===== src/rtl/i2c_pkg.sv =====
// Shared constants and FSM encoding for the I2C transaction arbiter.
package i2c_pkg;

    localparam int MAX_N_REQ       = 8;
    localparam int IDX_W           = $clog2(MAX_N_REQ);
    localparam int DEF_N_REQ       = 4;
    localparam int DEF_TIMEOUT_CYC = 256;

    typedef enum logic [1:0] {
        ST_IDLE,
        ST_ISSUE,
        ST_WAIT_DONE,
        ST_COMPLETE
    } state_t;

endpackage


===== src/rtl/rr_arbiter.sv =====
// Combinational round-robin pick: lowest set index above last_idx,
// otherwise the lowest set index overall.
module rr_arbiter
    import i2c_pkg::*;
#(
    parameter int N_REQ = DEF_N_REQ
) (
    input  logic [N_REQ-1:0] req,
    input  logic [IDX_W-1:0] last_idx,
    output logic             valid,
    output logic [IDX_W-1:0] idx
);

    logic             hi_v;
    logic [IDX_W-1:0] hi_i;
    logic [IDX_W-1:0] lo_i;

    always_comb begin
        hi_v = 1'b0;
        hi_i = '0;
        lo_i = '0;
        for (int j = N_REQ - 1; j >= 0; j--) begin
            if (req[j]) begin
                lo_i = IDX_W'(j);
                if (j > int'(last_idx)) begin
                    hi_v = 1'b1;
                    hi_i = IDX_W'(j);
                end
            end
        end
        valid = |req;
        idx   = hi_v ? hi_i : lo_i;
    end

endmodule


===== src/rtl/i2c_txn_arbiter.sv =====
// Arbitrates byte transactions from N_REQ requesters onto one I2C byte
// master, with per-transaction completion timeout.
module i2c_txn_arbiter
    import i2c_pkg::*;
#(
    parameter int N_REQ       = DEF_N_REQ,
    parameter int TIMEOUT_CYC = DEF_TIMEOUT_CYC
) (
    input  logic               clk,
    input  logic               rst,
    input  logic [N_REQ-1:0]   req_valid,
    input  logic [8*N_REQ-1:0] req_data,
    output logic [N_REQ-1:0]   req_ack,
    output logic [N_REQ-1:0]   req_err,
    output logic               m_start,
    output logic [7:0]         m_data,
    input  logic               m_done,
    output logic               busy,
    output logic [IDX_W-1:0]   gnt_idx
);

    localparam int               CNT_W    = $clog2(TIMEOUT_CYC + 1);
    localparam logic [CNT_W-1:0] CNT_LAST = CNT_W'(TIMEOUT_CYC - 1);
    localparam logic [IDX_W-1:0] IDX_LAST = IDX_W'(N_REQ - 1);

    state_t           state;
    logic [CNT_W-1:0] cnt;
    logic             err;
    logic [IDX_W-1:0] last_gnt;

    logic             rr_valid;
    logic [IDX_W-1:0] rr_idx;
    logic [7:0]       sel_byte;
    logic [N_REQ-1:0] gnt_oh;

    rr_arbiter #(
        .N_REQ(N_REQ)
    ) u_rr (
        .req     (req_valid),
        .last_idx(last_gnt),
        .valid   (rr_valid),
        .idx     (rr_idx)
    );

    always_comb begin
        sel_byte = '0;
        gnt_oh   = '0;
        for (int j = 0; j < N_REQ; j++) begin
            if (rr_idx == IDX_W'(j))
                sel_byte = req_data[8*j +: 8];
            if (gnt_idx == IDX_W'(j))
                gnt_oh[j] = 1'b1;
        end
    end

    assign busy    = (state != ST_IDLE);
    // err is only meaningful while the ack pulse is up
    assign req_err = req_ack & {N_REQ{err}};

    always_ff @(posedge clk or posedge rst) begin
        if (rst) begin
            state    <= ST_IDLE;
            m_start  <= 1'b0;
            m_data   <= '0;
            req_ack  <= '0;
            gnt_idx  <= '0;
            last_gnt <= IDX_LAST;
            cnt      <= '0;
            err      <= 1'b0;
        end else begin
            m_start <= 1'b0;
            req_ack <= '0;
            unique case (state)
                ST_IDLE: begin
                    if (rr_valid) begin
                        gnt_idx  <= rr_idx;
                        last_gnt <= rr_idx;
                        m_data   <= sel_byte;
                        m_start  <= 1'b1;
                        state    <= ST_ISSUE;
                    end
                end
                ST_ISSUE: begin
                    cnt   <= '0;
                    state <= ST_WAIT_DONE;
                end
                ST_WAIT_DONE: begin
                    // done beats a timeout landing on the same cycle
                    if (m_done) begin
                        err     <= 1'b0;
                        req_ack <= gnt_oh;
                        state   <= ST_COMPLETE;
                    end else if (cnt == CNT_LAST) begin
                        err     <= 1'b1;
                        req_ack <= gnt_oh;
                        state   <= ST_COMPLETE;
                    end else if (cnt != {CNT_W{1'b1}}) begin
                        cnt <= cnt + 1'b1;
                    end
                end
                ST_COMPLETE: begin
                    state <= ST_IDLE;
                end
                default: begin
                    state <= ST_IDLE;
                end
            endcase
        end
    end

endmodule


===== config.mk =====
export PLATFORM = sky130hd
export DESIGN_NAME = i2c_txn_arbiter
export DESIGN_NICKNAME = d
export VERILOG_FILES = /design/src/rtl/i2c_pkg.sv /design/src/rtl/rr_arbiter.sv /design/src/rtl/i2c_txn_arbiter.sv
export SDC_FILE = /design/constraint.sdc
export NUM_CORES = 1
export LEC_CHECK = 0
export CORE_MARGIN = 1
export CORE_UTILIZATION = 50
export CTS_BUF_LIST = sky130_fd_sc_hd__clkbuf_4
export DETAILED_ROUTE_END_ITERATION = 8
export GPL_TIMING_DRIVEN = 1
export HOLD_SLACK_MARGIN = 0.06
export MAX_ROUTING_LAYER = met4
export PLACE_DENSITY = 0.87
export SYNTH_ARGS = -nofsm -noshare
export SYNTH_HDL_FRONTEND = slang
export SYNTH_SLANG_ARGS = --single-unit

===== constraint.sdc =====
create_clock -name clk -period 4.4 [get_ports clk]
set_clock_uncertainty 0.1 [all_clocks]
set_input_delay 0.88 -clock clk [delete_from_list [all_inputs] [get_ports clk]]
set_output_delay 0.88 -clock clk [all_outputs]
set_load 0.1 [all_outputs]

---- Word level (Yosys, flattened, before mapping) ----
Cells that the tools add are included.
word-level totals
  register bits after elaboration ......... 31
  bits in latches ......................... 0
  bits in writable memories ............... 0
  ROM bits ................................ 0
  input bits .............................. 39
  output and inout bits ................... 21
  logic and storage cells ................. 80
  memories ................................ 0
operators by class
  $add $sub $neg .......................... 1
  $mul .................................... 0
  div/mod/pow operators ................... 0
  order comparisons ....................... 3
  eq/ne operators ......................... 16
  shift-type cells ........................ 0
  mux-type cells .......................... 40
  bitwise logic cells ..................... 1
  reduce and logical (&&, ||, !) cells .... 11
operator list
  cell                                                          number
  2-to-1 mux 8 bit                                              4
  2-to-1 mux 9 bit                                              3
  2-to-1 mux 3 bit                                              6
  case mux 9 bit (2 select lines)                               1
  2-to-1 mux 2 bit                                              8
  2-to-1 mux 1 bit                                              14
  equality test 3 x 2 -> 1 bit, second input constant           4
  2-to-1 mux 4 bit                                              3
  adder 9 x 1 -> 9 bit, second input constant                   1
  equality test 9 x 8 -> 1 bit, second input constant           1
  != test 9 bit, second input constant                          1
  != test 2 bit, second input constant                          4
  case mux 2 bit (4 select lines)                               1
  equality test 3 x 1 -> 1 bit, second input constant           2
  greater-than comparator 2 x 3 -> 1 bit, first input constant  2
  zero test 3 bit                                               2
  AND reduction 2 bit                                           3
  nonzero test 2 bit                                            3
  bitwise AND 4 bit                                             1
  equality test 2 bit, second input constant                    2
  AND reduction 4 bit                                           1
  OR reduction 4 bit                                            1
  greater-than comparator 1 x 3 -> 1 bit, first input constant  1
  != test 3 bit, second input constant                          1
  2 further kinds                                               2

---- Logic depth before layout (Yosys ltp) ----
Gate-level depths: netlist (run 1).
  word-level depth ........................ 13
  gate-level depth with buffers ........... 9
  mapped depth without buffers ............ 9

---- Hierarchy ----
From an unflattened synthesis (run 1), not the netlist that was laid out.
second synthesis, totals
  cell total of the unflattened synthesis .. 147
  area total of the unflattened synthesis .. 1627.8 um^2
modules (own cells, without submodules)
  module           instances  cells each  area each (um^2)
  i2c_txn_arbiter  1          129         1519.0
  rr_arbiter       1          18          108.9

---- Least setup slack after synthesis (run 1) ----
Ideal clock, no wire load.
  path kind ............................... register to output
  start point ............................. register req_ack[0]
  end point ............................... output req_err[0]
  data arrival time ....................... 1762 ps
  data required time ...................... 3420 ps
  slack ................................... 1658 ps
  cell stages (with the launch flop) ...... 2
  path buffers ............................ 0
  path through ............................ dfrtp_1 > and2_1
on the way
  word-level cells in the longest chain between the ends .. 1
RTL lines
  item                    RTL line               text
  from (decl)             i2c_txn_arbiter.sv:13  output logic [N_REQ-1:0] req_ack,
  from (signal assigned)  i2c_txn_arbiter.sv:91  req_ack <= gnt_oh;
  from (signal assigned)  i2c_txn_arbiter.sv:95  req_ack <= gnt_oh;
  bitwise AND 4 bit       i2c_txn_arbiter.sv:58  assign req_err = req_ack & {N_REQ{err}};
  to (decl)               i2c_txn_arbiter.sv:14  output logic [N_REQ-1:0] req_err,
Every way passes these cells.

---- Final worst setup path (run 1) ----
  start point ............................. register state[0]
  end point ............................... output busy
on the way
  word-level cells in the longest chain between the ends .. 1
RTL lines
  item                    RTL line               text
  from (decl)             i2c_txn_arbiter.sv:26  state_t state;
  from (signal assigned)  i2c_txn_arbiter.sv:62  state <= ST_IDLE;
  from (signal assigned)  i2c_txn_arbiter.sv:80  state <= ST_ISSUE;
  from (signal assigned)  i2c_txn_arbiter.sv:85  state <= ST_WAIT_DONE;
  nonzero test 2 bit      i2c_txn_arbiter.sv:56  assign busy = (state != ST_IDLE);
  to (decl)               i2c_txn_arbiter.sv:18  output logic busy,
Every way passes these cells.

==> results of run 1 <==
## how the worst max path moves through the flow
stage                             to  slack (ps)  cells past startpoint
final                           busy        1210                      4
after global routing            busy        1130                      4
after CTS                       busy        1200                      4
after floorplan           req_err[0]        1660                      1
after global placement     m_data[6]        1460                      8
after detailed placement   m_data[6]        1280                      8
## cell families (layout without fill, tap and decap cells)
kind of cell	Yosys count	after routing	share of synthesized area (%)
flip-flops	29	29	42.2
other	1	1	0.217
AND/OR/NAND/NOR	64	64	22.1
buffers and inverters	15	73	5.22
AO/OA/AOI/OAI	51	51	21.6
multiplexers	2	2	1.16
XOR/XNOR	6	6	3.05
adder cells (fa/ha/maj)	6	6	4.35
## per-stage QoR
stage	total power [uW]	hold slack [ps]	setup slack, ps	util [%]	cells
after floorplan	1210	379	1660	-	174
after global placement	1420	384	1460	72.8	268
after detailed placement	1450	388	1280	72.8	268
after CTS	1600	409	1200	74.6	276
after global routing	1680	420	1130	74.6	276
final	1600	407	1210	74.6	276
## power by group through the flow
stage | clock [uW] | sequential, uW | combinational [uW]
2_1_floorplan | 0 | 802 | 411
3_3_place_gp | 0 | 444 | 977
3_5_place_dp | 0 | 447 | 1000
4_1_cts | 158 | 443 | 1000
5_1_grt | 167 | 458 | 1060
6_report | 154 | 445 | 999
## state kept, by name, summed over array words and instances (netlist names)
name / cells
gnt_idx: 2
m_start: 1
state: 2
req_ack: 4
err: 1
cnt: 9
last_gnt: 2
m_data: 8
## layout by cell type (no fill, tap or decap), drive strengths merged, types with 3 or more instances in the layout
cell           netlist  routed
a21oi                7       7
a221oi               6       6
and2                 4       4
clkbuf               0       5
clkdlybuf4s50        0      58
dfrtp               27      27
ha                   6       6
inv                  7       7
nand2               23      23
nand2b               6       6
nand3                4       4
nor2                10      10
o21ai               13      13
o221ai               8       8
o22ai                3       3
xor2                 5       5
## final cells by class
type,instances,area (sq um),share of cell area (%)
Multi-Input combinational cell,130,906,38.5
Timing Repair Buffer,58,581,24.7
Inverter,7,26.3,1.12
Sequential cell,29,728,31.0
Tap cell,44,55.1,2.34
Clock inverter,3,17.5,0.745
Clock buffer,5,37.5,1.60
## routing by layer
layer	GRT usage [%]	vias to the layer above	share of wire, %	routed length, um
li1	-	752	-	-
met1	27.1	714	42	1690
met2	42.2	75	49	1990
met3	6.61	11	6.4	258
met4	13.0	0	2.3	93
met5	-	-	0	0
## critical path, cell delays in order (launching register included)
cell             delay [ps]
dfrtp_1                 390
inv_1                    70
ha_1                    250
inv_1                    70
clkdlybuf4s50_1        1120
==> results.md, run 1 <==
- Clock-pin slew on the worst setup and hold paths: 90 ps
- P_int: 707 uW
- Cells on worst reg2reg path: 9
- Worst Hold Path EP: m_data[7]
- Routed Wire Length: 4040 um
- Vias in the first global route: 1492
- Largest net degree at the start of global routing: 30
- Maximum vdd ir drop: 501 uV
- P per Cell Area: 680 nW/um^2
- I/O pin cnt: 60
- Clk sink count: 29
- Post-synth ARST share: 100%
- Row count: 20
- Die Ht: 60.7 um
- Sequential area share after synthesis: 42.2%
- Initial antenna violation count: 0
- Avg Cell Area, Syn: 9.91 sq um
- CP endpoint kind: output port
- Final instance area: 2350 sq um
- Outcome: completed
- FMAX: 313 MHz
- Max_cap viols: 0
- Worst Max-Slew Pin Slew: 1090 ps
- Critical path fanouts, max: 4
- RSZ-0062 raised after global routing: false
- Nets: 276
- Combinational cell fraction of total power: 62.5%
- First-pass GRT wire length: 6510 um
- Starting Density: 54.7%
- CTS max path bufs: 2
- I/O Buffers: 58
- Reg2reg end: cnt[7]
- Via count: 1552
- Post-route ant nets: 0
- Synthesized Nets: 219
- Clock share of power: 9.7%
- Share of layout cells above drive strength 1: 8.62%
- Routed len/inst: 14.6 um
- Worst skew pair latency: 320 ps
- Detailed Place HPWL: 3190 um
- HP Class: flop to flop
- Cell area after synthesis: 1720 sq um
- Critical setup path kind: flop to output port
- Remaining DRCs: 0
- R2r setup slk: 2090 ps
- Net Sw Frac: 55.8%
- Main synth FF type: dfrtp_1
- Seq pwr share: 27.9%
- Setup violations, final: 0
- Minimum clock period: 3190 ps
- GP Congestion: 0.856
- Htree depth: 2
- Hold Fails Final Rpt: 0
- Setup bufs post-CTS: 0
- Total Routing Usage GR: 25.1%
- Cells after Synth: 174
- Cell leakage power: 0.000993 uW
- Slew Viols, Final: 0
- Switching power: 892 uW
- Antenna diode count: 0
- PostCTS Resize Cnt: 0
- Num CTS Buffers: 5
- Synthesis Warnings: 0
- Most common cell in the netlist: dfrtp_1
- EDFF count, synth: 0
- Area leader, netlist: dfrtp_1
- Post-CTS Hold Fix Bufs: 0
- DP Area: 2300 sq um
- Seq cells post-synth: 29
- Hold Crit Depth: 2
- Reg2reg start: cnt[4]
- Arrival time worst endpoint: 2210 ps
- Post-synth top cells: 27 x dfrtp_1, 23 x nand2_1, 8 x nor2_1, 8 x o221ai_1, 7 x inv_1
- Die area: 3690 sq um
- Slew HR: 27.1%
- DR iter-0 viols: 61
- Top cell type's share of synthesized area: 39.2%
- Synth cell types: 50
- DIE WIDTH: 60.7 um
- TritonCTS clock tree: built
- Synth top area cells: dfrtp_1 39%, nand2_1 5.0%, ha_1 4.4%
- Core Region: 3150 sq um
- DR pass1 iterations: 4
- Post-route setup TNS: 0 ps
- Area Growth Syn to Fin: 36.4%
- CP required: 3420 ps
- Hold_sp: m_data[7]
- Crit path launch type: flop
- Layout fillers: 241
- Avg Vias per Cell: 5.62
- Root Driver: clkbuf_4
- Period utilization: 72.6%
- CP startpoint: state[0]
- Remaining Overflow, GRT: 0
Note: power is estimated with default switching activity, not from simulation.
==> inputs of run 2 (changes only) <==
--- a/config.mk
+++ b/config.mk
@@ -6,13 +6,13 @@
 export NUM_CORES = 1
 export LEC_CHECK = 0
 export CORE_MARGIN = 1
-export CORE_UTILIZATION = 50
+export CORE_UTILIZATION = 42
 export CTS_BUF_LIST = sky130_fd_sc_hd__clkbuf_4
 export DETAILED_ROUTE_END_ITERATION = 8
 export GPL_TIMING_DRIVEN = 1
 export HOLD_SLACK_MARGIN = 0.06
 export MAX_ROUTING_LAYER = met4
-export PLACE_DENSITY = 0.87
+export PLACE_DENSITY = 0.78
 export SYNTH_ARGS = -nofsm -noshare
 export SYNTH_HDL_FRONTEND = slang
 export SYNTH_SLANG_ARGS = --single-unit
==> constraint.sdc (replaced) <==
create_clock -name clk -period 2.84 [get_ports clk]
set_clock_uncertainty 0.1 [all_clocks]
set_input_delay 0.568 -clock clk [delete_from_list [all_inputs] [get_ports clk]]
set_output_delay 0.568 -clock clk [all_outputs]
set_load 0.1 [all_outputs]
==> results.md, run 2 (same netlist as run 1, synthesis figures left out) <==
- Outcome: completed
- Post-route ant nets: 0 (unchanged)
- Routed len/inst: 13.8 um (-5.9%)
- Post-route setup TNS: 0 ps (unchanged)
- Root Driver: clkbuf_4
- Remaining Overflow, GRT: 0 (unchanged)
- Total Routing Usage GR: 21.5% (-3.6 points)
- Largest net degree at the start of global routing: 30 (unchanged)
- Switching power: 1370 uW (+54%)
- Clock-pin slew on the worst setup and hold paths: 90 ps (about the same)
- Critical path fanouts, max: 6 (+2)
- Starting Density: 45.4% (-9.3 points)
- Cell leakage power: 0.00104 uW (+4.3%)
- Clock share of power: 9.4% (-0.3 points)
- Routed Wire Length: 3900 um (-3.5%)
- Worst skew pair latency: 320 ps (about the same)
- I/O Buffers: 58 (unchanged)
- Htree depth: 2 (unchanged)
- CP endpoint kind: flop
- Slew HR: 66.3% (+39 points)
- Crit path launch type: flop
- DR iter-0 viols: 63 (+3.3%)
- I/O pin cnt: 60 (unchanged)
- Max_cap viols: 0 (unchanged)
- Share of layout cells above drive strength 1: 17.4% (+8.8 points)
- Minimum clock period: 2270 ps
- DR pass1 iterations: 4 (unchanged)
- Die Ht: 66.1 um (+8.8%)
- Commonest non-fill, non-tap cell in the layout: clkdlybuf4s50_1
- PostCTS Resize Cnt: 0 (unchanged)
- Critical setup path kind: flop to flop
- Post-CTS Hold Fix Bufs: 0 (unchanged)
- Largest Register: cnt
- Die area: 4370 sq um (+18%)
- Period utilization: 79.9%
- Core Region: 3800 sq um (+20%)
- Detailed Place HPWL: 2920 um (-8.4%)
- P_int: 1080 uW (+52%)
- Largest register FFs: 9 (unchanged)
- Setup bufs post-CTS: 0 (unchanged)
- Avg Vias per Cell: 5.40 (-4.0%)
- Antenna diode count: 0 (unchanged)
- Worst Max-Slew Pin Slew: 505 ps (-586 ps)
- FMAX: 441 MHz
- Area Growth Syn to Fin: 34.8%
- P per Cell Area: 1050 nW/um^2 (+55%)
- Num CTS Buffers: 5 (unchanged)
- Net Sw Frac: 56.0% (+0.22 points)
- HP Class: flop to flop
- First-pass GRT wire length: 6870 um (+5.6%)
- Row count: 22 (+10%)
- Slew Viols, Final: 0 (unchanged)
- Maximum vdd ir drop: 593 uV (+18%)
- CP required: 2930 ps (-490 ps)
- Hold Fails Final Rpt: 0 (unchanged)
- Combinational cell fraction of total power: 62.5% (about the same)
- Nets: 279 (+1.1%)
- Setup violations, final: 0 (unchanged)
- GP Congestion: 0.762 (-11%)
- Top Registers: cnt: 9 flops, m_data: 8 flops, req_ack: 4 flops
- Hold Worst Slack: 400 ps (-7.30 ps)
- Seq pwr share: 28.1% (+0.2 points)
- Clk sink count: 29 (unchanged)
- CTS max path bufs: 2 (unchanged)
- TritonCTS clock tree: built
- Via count: 1527 (-1.6%)
- Arrival time worst endpoint: 2360 ps (+150 ps)
- RSZ-0062 raised after global routing: false
- Remaining DRCs: 0 (unchanged)
- Util after Layout: 61.2% (-13 points)
- Commonest non-fill, non-tap cells in the layout: 38 x clkdlybuf4s50_1, 27 x dfrtp_1, 23 x nand2_1, 23 x buf_4
- Vias in the first global route: 1522 (+2.0%)
- Initial antenna violation count: 0 (unchanged)
- DIE WIDTH: 66.1 um (+8.8%)
## run 2: cell count changes in the layout (fill, tap and decap cells not counted), sizes merged
cell	change
clkdlybuf4s50	-20
clkinvlp	-1
buf	+23
clkinv	+1
## run 2: critical path: stages (launching register included)
cell and delay [ps]:
dfrtp_1 410, ha_1 260, nand2_1 80, nor2_1 50, ha_1 250, nor4b_4 400, and3_1 270, and2b_1 150
xnor2_1 110, nor2_1 50
## run 2: path summary, 6_finish.rpt
| path | start | endpoint | slack [ps] | depth (start not counted) |
|---|---|---|---|---|
| min in group asynchronous | rst | m_data[3] | 500 | 3 |
| max in group asynchronous | rst | last_gnt[0] | 1820 | 3 |
| worst max-delay path | cnt[0] | cnt[7] | 570 | 9 |
| worst min-delay path | m_data[5] | m_data[5] | 400 | 2 |
| worst min register to register | m_data[5] | m_data[5] | 400 | 2 |
| worst max register to register | cnt[0] | cnt[7] | 570 | 9 |
## run 2: through the flow
step	cells	setup slack [ps]	cell area (sq um)	power, uW
5_1_grt	283	419	2320	2620
6_report	283	572	2320	2450
4_1_cts	283	570	2320	2460
3_5_place_dp	275	302	2270	2220
2_1_floorplan	174	410	1720	1880
3_3_place_gp	275	349	2270	2200
## run 2: routing by layer
metal	wire length (um)	vias up	GRT usage [%]	part of all wire (%)
met5	0	-	-	0
met4	31	0	5.59	0.80
met3	231	2	4.83	5.9
met2	1900	62	34.3	49
met1	1740	709	27.5	45
li1	-	754	-	-
## run 2: layout make-up
class | instances | area (sq um)
fill | 326 | 1480
multi-input combinational | 130 | 906
sequential | 29 | 728
timing repair buffer | 61 | 553
tap | 48 | 60.1
clock buffer | 5 | 37.5
inverter | 7 | 26.3
clock inverter | 3 | 12.5
## run 2: power by group through the flow
stage                     clock network, uW  logic, uW  registers [uW]
after floorplan                           0        636            1240
after global routing                    266       1640             708
after CTS                               241       1540             684
after global placement                    0       1510             686
after detailed placement                  0       1530             691
final                                   230       1530             687
==> inputs of run 3 (changes only) <==
--- a/config.mk
+++ b/config.mk
@@ -6,13 +6,13 @@
 export NUM_CORES = 1
 export LEC_CHECK = 0
 export CORE_MARGIN = 1
-export CORE_UTILIZATION = 42
+export CORE_UTILIZATION = 47
 export CTS_BUF_LIST = sky130_fd_sc_hd__clkbuf_4
 export DETAILED_ROUTE_END_ITERATION = 8
 export GPL_TIMING_DRIVEN = 1
 export HOLD_SLACK_MARGIN = 0.06
 export MAX_ROUTING_LAYER = met4
-export PLACE_DENSITY = 0.78
+export PLACE_DENSITY = 0.83
 export SYNTH_ARGS = -nofsm -noshare
 export SYNTH_HDL_FRONTEND = slang
 export SYNTH_SLANG_ARGS = --single-unit
==> constraint.sdc (replaced) <==
create_clock -name clk -period 2.27 [get_ports clk]
set_clock_uncertainty 0.1 [all_clocks]
set_input_delay 0.454 -clock clk [delete_from_list [all_inputs] [get_ports clk]]
set_output_delay 0.454 -clock clk [all_outputs]
set_load 0.1 [all_outputs]
==> results.md, run 3 (same netlist as run 1, synthesis figures left out) <==
- Max_cap viols: 0 (unchanged)
- Slew HR: 66.0% (-0.28 points)
- Detailed Place HPWL: 3130 um (+7.3%)
- Critical path fanouts, max: 4 (-2)
- DR iter-0 viols: 79 (+25%)
- Cell leakage power: 0.00113 uW (+8.7%)
- Finished Layout Cells: 296 (+4.6%)
- Critical Path Sink: cnt[7]
- Reg2reg end: cnt[7]
- Post-CTS Hold Fix Bufs: 0 (unchanged)
- CP endpoint kind: flop
- Antenna diode count: 0 (unchanged)
- Largest net degree at the start of global routing: 30 (unchanged)
- Vias in the first global route: 1603 (+5.3%)
- First-pass GRT wire length: 7070 um (+2.9%)
- P per Cell Area: 1350 nW/um^2 (+28%)
- Routed Wire Length: 4080 um (+4.6%)
- Area Growth Syn to Fin: 44.3%
- Share of layout cells above drive strength 1: 25.2% (+7.8 points)
- Nets: 294 (+5.4%)
- Core Region: 3420 sq um (-10%)
- Clock-pin slew on the worst setup and hold paths: 100 ps (about the same)
- I/O pin cnt: 60 (unchanged)
- CP startpoint: cnt[4]
- Avg Vias per Cell: 5.42 (+0.49%)
- Maximum vdd ir drop: 919 uV (+55%)
- RSZ-0062 raised after global routing: false
- Worst skew pair latency: 330 ps (about the same)
- Top Registers: cnt: 9 flops, m_data: 8 flops, req_ack: 4 flops
- Outcome: completed
- Num CTS Buffers: 5 (unchanged)
- Remaining Overflow, GRT: 0 (unchanged)
- Post-route ant nets: 0 (unchanged)
- R2r setup slk: 190 ps (-380 ps)
- Setup violations, final: 0 (unchanged)
- Remaining DRCs: 0 (unchanged)
- Crit path launch type: flop
- Die area: 3910 sq um (-10%)
- Root Driver: clkbuf_4
- Routed len/inst: 13.8 um (about the same)
- Clk sink count: 29 (unchanged)
- Slew Viols, Final: 0 (unchanged)
- Post-Place Cells: 288 (+4.7%)
- Commonest non-fill, non-tap cells in the layout: 38 x clkdlybuf4s50_1, 37 x buf_4, 27 x dfrtp_1, 23 x nand2_1
- Worst Max-Slew Pin Slew: 510 ps (+4.15 ps)
- HP Class: input port to async pin
- Minimum clock period: 2080 ps (-190 ps)
- Total Routing Usage GR: 23.9% (+2.5 points)
- Htree depth: 2 (unchanged)
- Row count: 21 (-4.5%)
- Largest register FFs: 9 (unchanged)
- Via count: 1605 (+5.1%)
- Cells on worst reg2reg path: 9 (unchanged)
- GP Congestion: 0.804 (+5.5%)
- DIE WIDTH: 62.6 um (-5.3%)
- Hold Fails Final Rpt: 0 (unchanged)
- Arrival time worst endpoint: 2190 ps (-170 ps)
- Largest Register: cnt
- Critical setup path kind: flop to flop
- Starting Density: 50.5% (+5.1 points)
- Reg2reg start: cnt[4]
- FMAX: 481 MHz (+9.1%)
- TritonCTS clock tree: built
- Period utilization: 91.6% (+12 points)
- Util after Layout: 72.8% (+12 points)
- Commonest non-fill, non-tap cell in the layout: clkdlybuf4s50_1
- Initial antenna violation count: 0 (unchanged)
- CTS max path bufs: 2 (unchanged)
- Layout fillers: 263 (-19%)
- CP required: 2380 ps (-550 ps)
- Die Ht: 62.6 um (-5.3%)
- I/O Buffers: 58 (unchanged)
- DR pass1 iterations: 4 (unchanged)
-- run 3: layout make-up --
cell class	instances	area, sq um	area share [%]
sequential	29	728	29.3
clock inverter	2	33.8	1.36
inverter	7	26.3	1.06
tap	46	57.6	2.31
multi-input combinational	130	918	36.9
clock buffer	6	45.0	1.81
timing repair buffer	76	678	27.3
-- run 3: through the flow --
step	setup TNS, ps	area, sq um	setup WS [ps]	hold WS [ps]	total power (uW)
finish	0	2490	192	391	3360
global route	0	2490	43.4	416	3540
CTS	0	2480	153	381	3370
detailed placement	-333	2400	-87.5	377	2930
global placement	0	2400	25.3	381	2900
floorplan	0	1730	210	379	2350
-- run 3: what timing repair did --
action / 4_1_cts / 5_1_grt
resized for setup: 0 / 2
buffers inserted: 0 / 0
setup endpoints to repair: 0 / 1
hold endpoints to repair: 0 / 0
-- run 3: critical path, stage by stage (launching register included) --
cell,delay [ps]
dfrtp_1,400
and3_1,210
nand3_1,100
nor2_1,70
ha_1,250
nor4b_4,310
and3_4,230
and2b_1,130
xnor2_1,110
nor2_1,50
-- run 3: worst min-delay path by stage --
stage / start / to / slack [ps]
3_3_place_gp: m_data[2] / m_data[2] / 380
2_1_floorplan: cnt[0] / cnt[0] / 380
4_1_cts: rst / m_data[6] / 380
6_report: rst / cnt[0] / 390
3_5_place_dp: m_data[0] / m_data[0] / 380
5_1_grt: rst / m_data[3] / 420
-- run 3: report_power, final --
part	total [uW]	switching [uW]	leakage (uW)	internal, uW
registers	867	171	0.000372	696
logic	2070	1420	0.000710	651
clock network	426	185	0.0000433	241
total	3360	1770	0.00113	1590
-- run 3: metal layers --
layer | vias up | track usage, % | part of all wire, %
met2 | 74 | 38.2 | 48
met3 | 7 | 6.02 | 7.7
met5 | - | - | 0
li1 | 780 | - | -
met4 | 0 | 8.72 | 1.4
met1 | 744 | 29.3 | 43
